$ cat config.mk
export PLATFORM = sky130hd
export DESIGN_NAME = cpu_run_ctrl_flat
export DESIGN_NICKNAME = d
export VERILOG_FILES = /design/src/rtl/cpu_run_ctrl_if.sv /design/src/rtl/cpu_run_ctrl.sv /design/src/flat_wrapper.sv
export SDC_FILE = /design/constraint.sdc
export NUM_CORES = 1
export LEC_CHECK = 0
export CAP_MARGIN = 20
export CORE_AREA = 2 2 96 61
export DETAILED_ROUTE_END_ITERATION = 10
export DIE_AREA = 0 0 98 63
export SLEW_MARGIN = 30
export SYNTH_ARGS = -nofsm -noshare
export SYNTH_HDL_FRONTEND = slang
export SYNTH_SLANG_ARGS = --single-unit
$ cat constraint.sdc
create_clock -name clk -period 2.9 [get_ports clk]
set_input_delay 0.435 -clock clk [delete_from_list [all_inputs] [get_ports clk]]
set_output_delay 0.435 -clock clk [all_outputs]
set_load 0.005 [all_outputs]
$ cat src/rtl/cpu_run_ctrl_if.sv
// cpu_run_ctrl_if: launch/halt control and PC-load/run-status bundle between run controller and CPU side.
interface cpu_run_ctrl_if #(
  parameter int ADDR_W = 32,
  parameter int SEL_W  = 2,
  parameter int CNT_W  = 16
);
  logic              start;
  logic [SEL_W-1:0]  prog_sel;
  logic              halt;
  logic              abort;
  logic              pc_ld;
  logic [ADDR_W-1:0] pc_data;
  logic              run_en;
  logic              done;
  logic              timeout;
  logic              bad_sel;
  logic [CNT_W-1:0]  cycle_count;
  modport master (
    input  start, prog_sel, halt, abort,
    output pc_ld, pc_data, run_en, done, timeout, bad_sel, cycle_count
  );
  modport slave (
    output start, prog_sel, halt, abort,
    input  pc_ld, pc_data, run_en, done, timeout, bad_sel, cycle_count
  );
endinterface

$ cat src/rtl/cpu_run_ctrl.sv
// cpu_run_ctrl: boots a CPU from a selectable entry, holds it in reset-settle, then runs it until halt or cycle timeout.
module cpu_run_ctrl #(
  parameter int ADDR_W     = 32,
  parameter int NUM_PROGS  = 4,
  parameter int SEL_W      = 2,
  parameter logic [NUM_PROGS*ADDR_W-1:0] BOOT_ADDRS = {32'h60, 32'h40, 32'h20, 32'h0},
  parameter int RUN_DELAY  = 3,
  parameter int CNT_W      = 16,
  parameter int MAX_CYCLES = 1250,
  parameter int AUTO_START = 0
) (
  input logic clk,
  input logic reset_n,
  cpu_run_ctrl_if.master bus
);
  typedef enum logic [2:0] {IDLE, LOAD, SETTLE, RUN, DONE} state_t;
  localparam int DW = RUN_DELAY > 1 ? $clog2(RUN_DELAY) : 1;
  state_t            state_q;
  logic [DW-1:0]     dly_q;
  logic              auto_q;
  logic              pc_ld_q, run_en_q, done_q, timeout_q, bad_sel_q;
  logic [ADDR_W-1:0] pc_data_q;
  logic [CNT_W-1:0]  cnt_q;
  logic              go_d, bad_d;
  logic [SEL_W-1:0]  sel_d;
  logic [ADDR_W-1:0] addr_d;
  // auto_q stands in for a start with entry 0 on the first clock after reset
  always_comb begin
    go_d   = (auto_q || bus.start) && (state_q == IDLE || state_q == DONE);
    sel_d  = auto_q ? '0 : bus.prog_sel;
    bad_d  = int'(sel_d) >= NUM_PROGS;
    addr_d = BOOT_ADDRS[ADDR_W-1:0];
    for (int i = 0; i < NUM_PROGS; i++)
      if (int'(sel_d) == i) addr_d = BOOT_ADDRS[i*ADDR_W +: ADDR_W];
  end
  always_ff @(posedge clk or negedge reset_n) begin
    if (!reset_n) begin
      state_q   <= IDLE;
      dly_q     <= '0;
      auto_q    <= AUTO_START != 0;
      pc_ld_q   <= 1'b0;
      pc_data_q <= '0;
      run_en_q  <= 1'b0;
      done_q    <= 1'b0;
      timeout_q <= 1'b0;
      bad_sel_q <= 1'b0;
      cnt_q     <= '0;
    end else begin
      auto_q <= 1'b0;
      if (bus.abort) begin
        state_q   <= IDLE;
        pc_ld_q   <= 1'b0;
        pc_data_q <= '0;
        run_en_q  <= 1'b0;
        done_q    <= 1'b0;
      end else if (go_d) begin
        state_q   <= LOAD;
        pc_ld_q   <= 1'b1;
        pc_data_q <= addr_d;
        bad_sel_q <= bad_d;
        cnt_q     <= '0;
        timeout_q <= 1'b0;
        done_q    <= 1'b0;
      end else begin
        case (state_q)
          LOAD: begin
            state_q   <= SETTLE;
            pc_ld_q   <= 1'b0;
            pc_data_q <= '0;
            dly_q     <= DW'(RUN_DELAY - 1);
          end
          SETTLE: begin
            if (dly_q == '0) begin
              state_q  <= RUN;
              run_en_q <= 1'b1;
              cnt_q    <= CNT_W'(1);
            end else dly_q <= dly_q - 1'b1;
          end
          RUN: begin
            // halt takes priority over a simultaneous timeout
            if (bus.halt || cnt_q == CNT_W'(MAX_CYCLES)) begin
              state_q   <= DONE;
              run_en_q  <= 1'b0;
              done_q    <= 1'b1;
              timeout_q <= !bus.halt;
            end else cnt_q <= cnt_q + 1'b1;
          end
          default: ;
        endcase
      end
    end
  end
  assign bus.pc_ld       = pc_ld_q;
  assign bus.pc_data     = pc_data_q;
  assign bus.run_en      = run_en_q;
  assign bus.done        = done_q;
  assign bus.timeout     = timeout_q;
  assign bus.bad_sel     = bad_sel_q;
  assign bus.cycle_count = cnt_q;
endmodule

$ cat src/flat_wrapper.sv
// flat-port wrapper written by rule: the top's interface ports become plain ports
module cpu_run_ctrl_flat 
#(
  parameter int ADDR_W     = 32,
  parameter int NUM_PROGS  = 4,
  parameter int SEL_W      = 2,
  parameter logic [NUM_PROGS*ADDR_W-1:0] BOOT_ADDRS = {32'h60, 32'h40, 32'h20, 32'h0},
  parameter int RUN_DELAY  = 3,
  parameter int CNT_W      = 16,
  parameter int MAX_CYCLES = 1250,
  parameter int AUTO_START = 0
)
  (clk, reset_n, bus_start, bus_prog_sel, bus_halt, bus_abort, bus_pc_ld, bus_pc_data, bus_run_en, bus_done, bus_timeout, bus_bad_sel, bus_cycle_count);
  cpu_run_ctrl_if #(.ADDR_W(ADDR_W), .SEL_W(SEL_W), .CNT_W(CNT_W)) bus_i ();
  input logic clk;
  input logic reset_n;
  input wire logic [$bits(bus_i.start)-1:0] bus_start;
  input wire logic [$bits(bus_i.prog_sel)-1:0] bus_prog_sel;
  input wire logic [$bits(bus_i.halt)-1:0] bus_halt;
  input wire logic [$bits(bus_i.abort)-1:0] bus_abort;
  output wire logic [$bits(bus_i.pc_ld)-1:0] bus_pc_ld;
  output wire logic [$bits(bus_i.pc_data)-1:0] bus_pc_data;
  output wire logic [$bits(bus_i.run_en)-1:0] bus_run_en;
  output wire logic [$bits(bus_i.done)-1:0] bus_done;
  output wire logic [$bits(bus_i.timeout)-1:0] bus_timeout;
  output wire logic [$bits(bus_i.bad_sel)-1:0] bus_bad_sel;
  output wire logic [$bits(bus_i.cycle_count)-1:0] bus_cycle_count;
  assign bus_i.start = bus_start;
  assign bus_i.prog_sel = bus_prog_sel;
  assign bus_i.halt = bus_halt;
  assign bus_i.abort = bus_abort;
  assign bus_pc_ld = bus_i.pc_ld;
  assign bus_pc_data = bus_i.pc_data;
  assign bus_run_en = bus_i.run_en;
  assign bus_done = bus_i.done;
  assign bus_timeout = bus_i.timeout;
  assign bus_bad_sel = bus_i.bad_sel;
  assign bus_cycle_count = bus_i.cycle_count;
  cpu_run_ctrl #(.ADDR_W(ADDR_W), .NUM_PROGS(NUM_PROGS), .SEL_W(SEL_W), .BOOT_ADDRS(BOOT_ADDRS), .RUN_DELAY(RUN_DELAY), .CNT_W(CNT_W), .MAX_CYCLES(MAX_CYCLES), .AUTO_START(AUTO_START)) u_core (.clk(clk), .reset_n(reset_n), .bus(bus_i));
endmodule
==> impl_results.md <==
* Status: finished clean
* Final TNS setup at 0 ns
* Distinct cells, synth at 40
* Hold Fails Final Rpt at 0
* Setup CP Type: flop to flop
* Layout cell share with drive strength beyond 1 at 0.0702
* Vias at 1528
* CP Cell Sequence: inv_1 > ha_1 > or3b_2 > or4_1 > o2bb2ai_4 > mux2_4
* Leak at 0.884 nW
* Min-Delay Startpoint: u_core.bus.pc_ld
* Compound-cell area share of the yosys netlist at 0.239
* Post-DRT Antenna Nets at 0
* Area share of the largest cell type after synthesis at 0.377
* Mapped Area at 0.00179 mm²
* Post-CTS sizing at 0
* Drt pass-1 iters at 4
* Skew-Pair Late Insertion Delay at 0.28 ns
* Total power at 0.000869 W
* H-tree Lvls at 1
* Count of pins over their slew limit at 0
* Startpoint Class: flop
* Worst path required time at 3.07 ns
* GRT Util Overall at 0.139
* Adder-cell share of the synthesized area at 0.0209
* GPL Wtd Cong at 0.840
* Slew HR at 0.600
* CP Data Arrival Time at 2.65 ns
* Final #Nets at 239
* Simple logic cell fraction of the synthesized area at 0.154
* CTS Buf Count at 3
* Vias per inst at 5.14
* Residual DRC at 0
* Tightest Pin Transition at 0.598 ns
* Antenna violations before repair at 0
* WL per Instance at 14.2 µm
* Setup slack after layout at 0.418 ns
* Placed wire-length estimate at 3120 µm
* Clk slew on worst S/H paths at 0.10 ns
* Reg-to-Reg Start: u_core.bus.cycle_count[0]
* Slowest cell on crit path: or4_1
* Setup crit end kind: flop
* Async S/R FF share, synth at 1.00
* Register bit total from synthesis at 27
* Starting Density at 0.336
* Number of global-route vias before repair at 1337
* I/O Buffers at 28
* Mux cell area share after synthesis at 0.0286
* Post-Layout Cell Count at 297
* HP Class: flop to flop
* MaxCap Viol Count at 0
* Unrepaired setup endpoints after global routing: no
* R2r worst-path depth at 6
* Post-Synth XOR/XNOR Area at 0
* Clk sinks at 27
* CP Buf/Inv Count at 1
* GRT overflow at 0
* Chip Height at 63 µm
* Postcts setup bufs at 0
* Num rows at 21
* Post-layout min period at 2.48 ns
* Fmax at 403 MHz
* Most used flip-flop cell after synthesis: dfrtp_1
* DRT Wirelength at 4220 µm
* Period utilization at 0.856
* Initial DRC Count at 178
* Die width at 98 µm
* CP delay by family, top: simple AND/OR/NAND/NOR gates
* Sequential share of the synthesized area at 0.377
* Final setup viols at 0
* PwrDens at 418 mW/mm²
* Area grow syn2layout at 16.1%
* Mapped Cells at 200
* Reg2Reg Setup Slack at 0.42 ns
* Hold EP: u_core.bus.pc_ld
* TritonCTS clock tree: yes
* Maximum clock insertion buffer count at 2
* # fillers at 564
* CP peak stage delay at 0.56 ns
* Pre-CTS setup slack at 0.460 ns
* Main combinational cell family by area after synthesis: compound AO/OA/AOI/OAI gates
* # hold bufs at CTS at 0
* Crit. path cell count at 6
* I/O Pins at 60
* Die area at 0.00617 mm²
* CP Max Fanout at 16
* # diodes at 0
* Largest net degree at the start of global routing at 28
* Clk_skew at 0.00611 ns
* Area leader, netlist: dfrtp_1
* Worst Hold Path Cells at 1
* Max VDD drop at 0.175 mV
* Root Buffer Master: clkbuf_8
* Total core area at 0.00533 mm²
* Synth warn at 0
* Worst r2r dst: u_core.bus.cycle_count[0]
* Post-synth EDFFs at 0
* Hold slack final at 0.491 ns
* Syn Area/Cell at 8.96 µm²
* Largest cells by area after synthesis: dfrtp_1 (38%), buf_4 (13%), a31oi_1 (7.0%), nor3_1 (3.1%), a21oi_1 (2.8%)
* Dpl cells at 293
* First-pass GRT wire length at 6990 µm
[where the power goes]
group / internal (W) / leakage (nW) / total [W] / switching [W]
Clock: 0.0000965 / 0.0255 / 0.000221 / 0.000124
Sequential: 0.000407 / 0.363 / 0.000448 / 0.0000402
Combinational: 0.0000993 / 0.496 / 0.000201 / 0.000102
[synth_stat cells, types with 2 or more instances]
cell type and instances:
o21a_1 5, nand3_1 4, a21oi_1 10, a41oi_1 3, nand4_1 5, nor3b_1 2
buf_6 2, ha_1 3, mux2_4 2, and3_1 2, nor3_1 11, buf_4 31
a31oi_1 20, a22o_1 2, nor2_1 12, inv_1 10, nand2_1 9, a22oi_1 3
a21o_1 4, clkbuf_1 7, or4_1 3, dfrtp_1 27, o21ai_0 6
[sequential cells by signal, summed over array words and instances, names as in the netlist]
| name | cells |
|---|---|
| u_core.dly_q | 2 |
| u_core.bus.done | 1 |
| u_core.state_q | 3 |
| u_core.bus.run_en | 1 |
| u_core.bus.pc_ld | 1 |
| u_core.bus.pc_data | 2 |
| u_core.bus.cycle_count | 16 |
| u_core.bus.timeout | 1 |
[logic make-up after synthesis]
logic type               Yosys count
other                              1
AND/OR/NAND/NOR                   54
multiplexers                       4
flip-flops                        27
adder cells (fa/ha/maj)            3
buffers and inverters             50
AO/OA/AOI/OAI                     61
[cell usage in the layout, fill, tap and decap left out, types with 4 or more instances in the layout]
master / synthesis / routed
inv_1: 10 / 10
o21ai_0: 6 / 6
nor3_1: 11 / 11
a21oi_1: 10 / 10
nand2_1: 9 / 9
a21o_1: 4 / 4
dfrtp_1: 27 / 27
o21a_1: 5 / 5
clkdlybuf4s50_1: 0 / 28
nand4_1: 5 / 5
nand3_1: 4 / 4
buf_4: 31 / 6
nor2_1: 12 / 12
a31oi_1: 20 / 20
conb_1: 1 / 31
[worst register-to-register path: cells and delay by family (launching register included)]
family,cells,cell delay (ns)
flip-flops,1,0.49
AND/OR/NAND/NOR,2,0.99
AO/OA/AOI/OAI,1,0.31
multiplexers,1,0.35
buffers and inverters,1,0.10
adder cells (fa/ha/maj),1,0.15
[per-stage QoR]
step | util | area [µm²]
after floorplan | - | 1910
after global placement | 0.382 | 2040
after detailed placement | 0.382 | 2040
after CTS | 0.390 | 2080
after global routing | 0.390 | 2080
final | 0.390 | 2080
[final cells by class]
type,count,area (µm²),share of cell area
timing repair buffer,34,325,0.156
sequential,27,676,0.325
clock inverter,1,5.00,0.00240
tap,69,86.3,0.0415
multi-input combinational,153,911,0.437
clock buffer,3,41.3,0.0198
inverter,10,37.5,0.0180
[worst max path at each step]
| stage | startpoint | to |
|---|---|---|
| 6_report | u_core.bus.cycle_count[0] | u_core.bus.cycle_count[0] |
| 2_1_floorplan | u_core.bus.cycle_count[12] | u_core.bus.cycle_count[0] |
| 3_5_place_dp | u_core.bus.cycle_count[0] | u_core.bus.cycle_count[0] |
| 5_1_grt | u_core.bus.cycle_count[12] | u_core.bus.run_en |
| 4_1_cts | u_core.bus.cycle_count[0] | u_core.bus.cycle_count[0] |
| 3_3_place_gp | u_core.bus.cycle_count[12] | u_core.bus.cycle_count[1] |
[routing by layer]
layer / GRT usage / wire, µm
met5: 0 / 0
met4: 0.0260 / 15
met3: 0.0391 / 336
met2: 0.179 / 1720
met1: 0.224 / 2150
(Power assumes the default switching activity.)
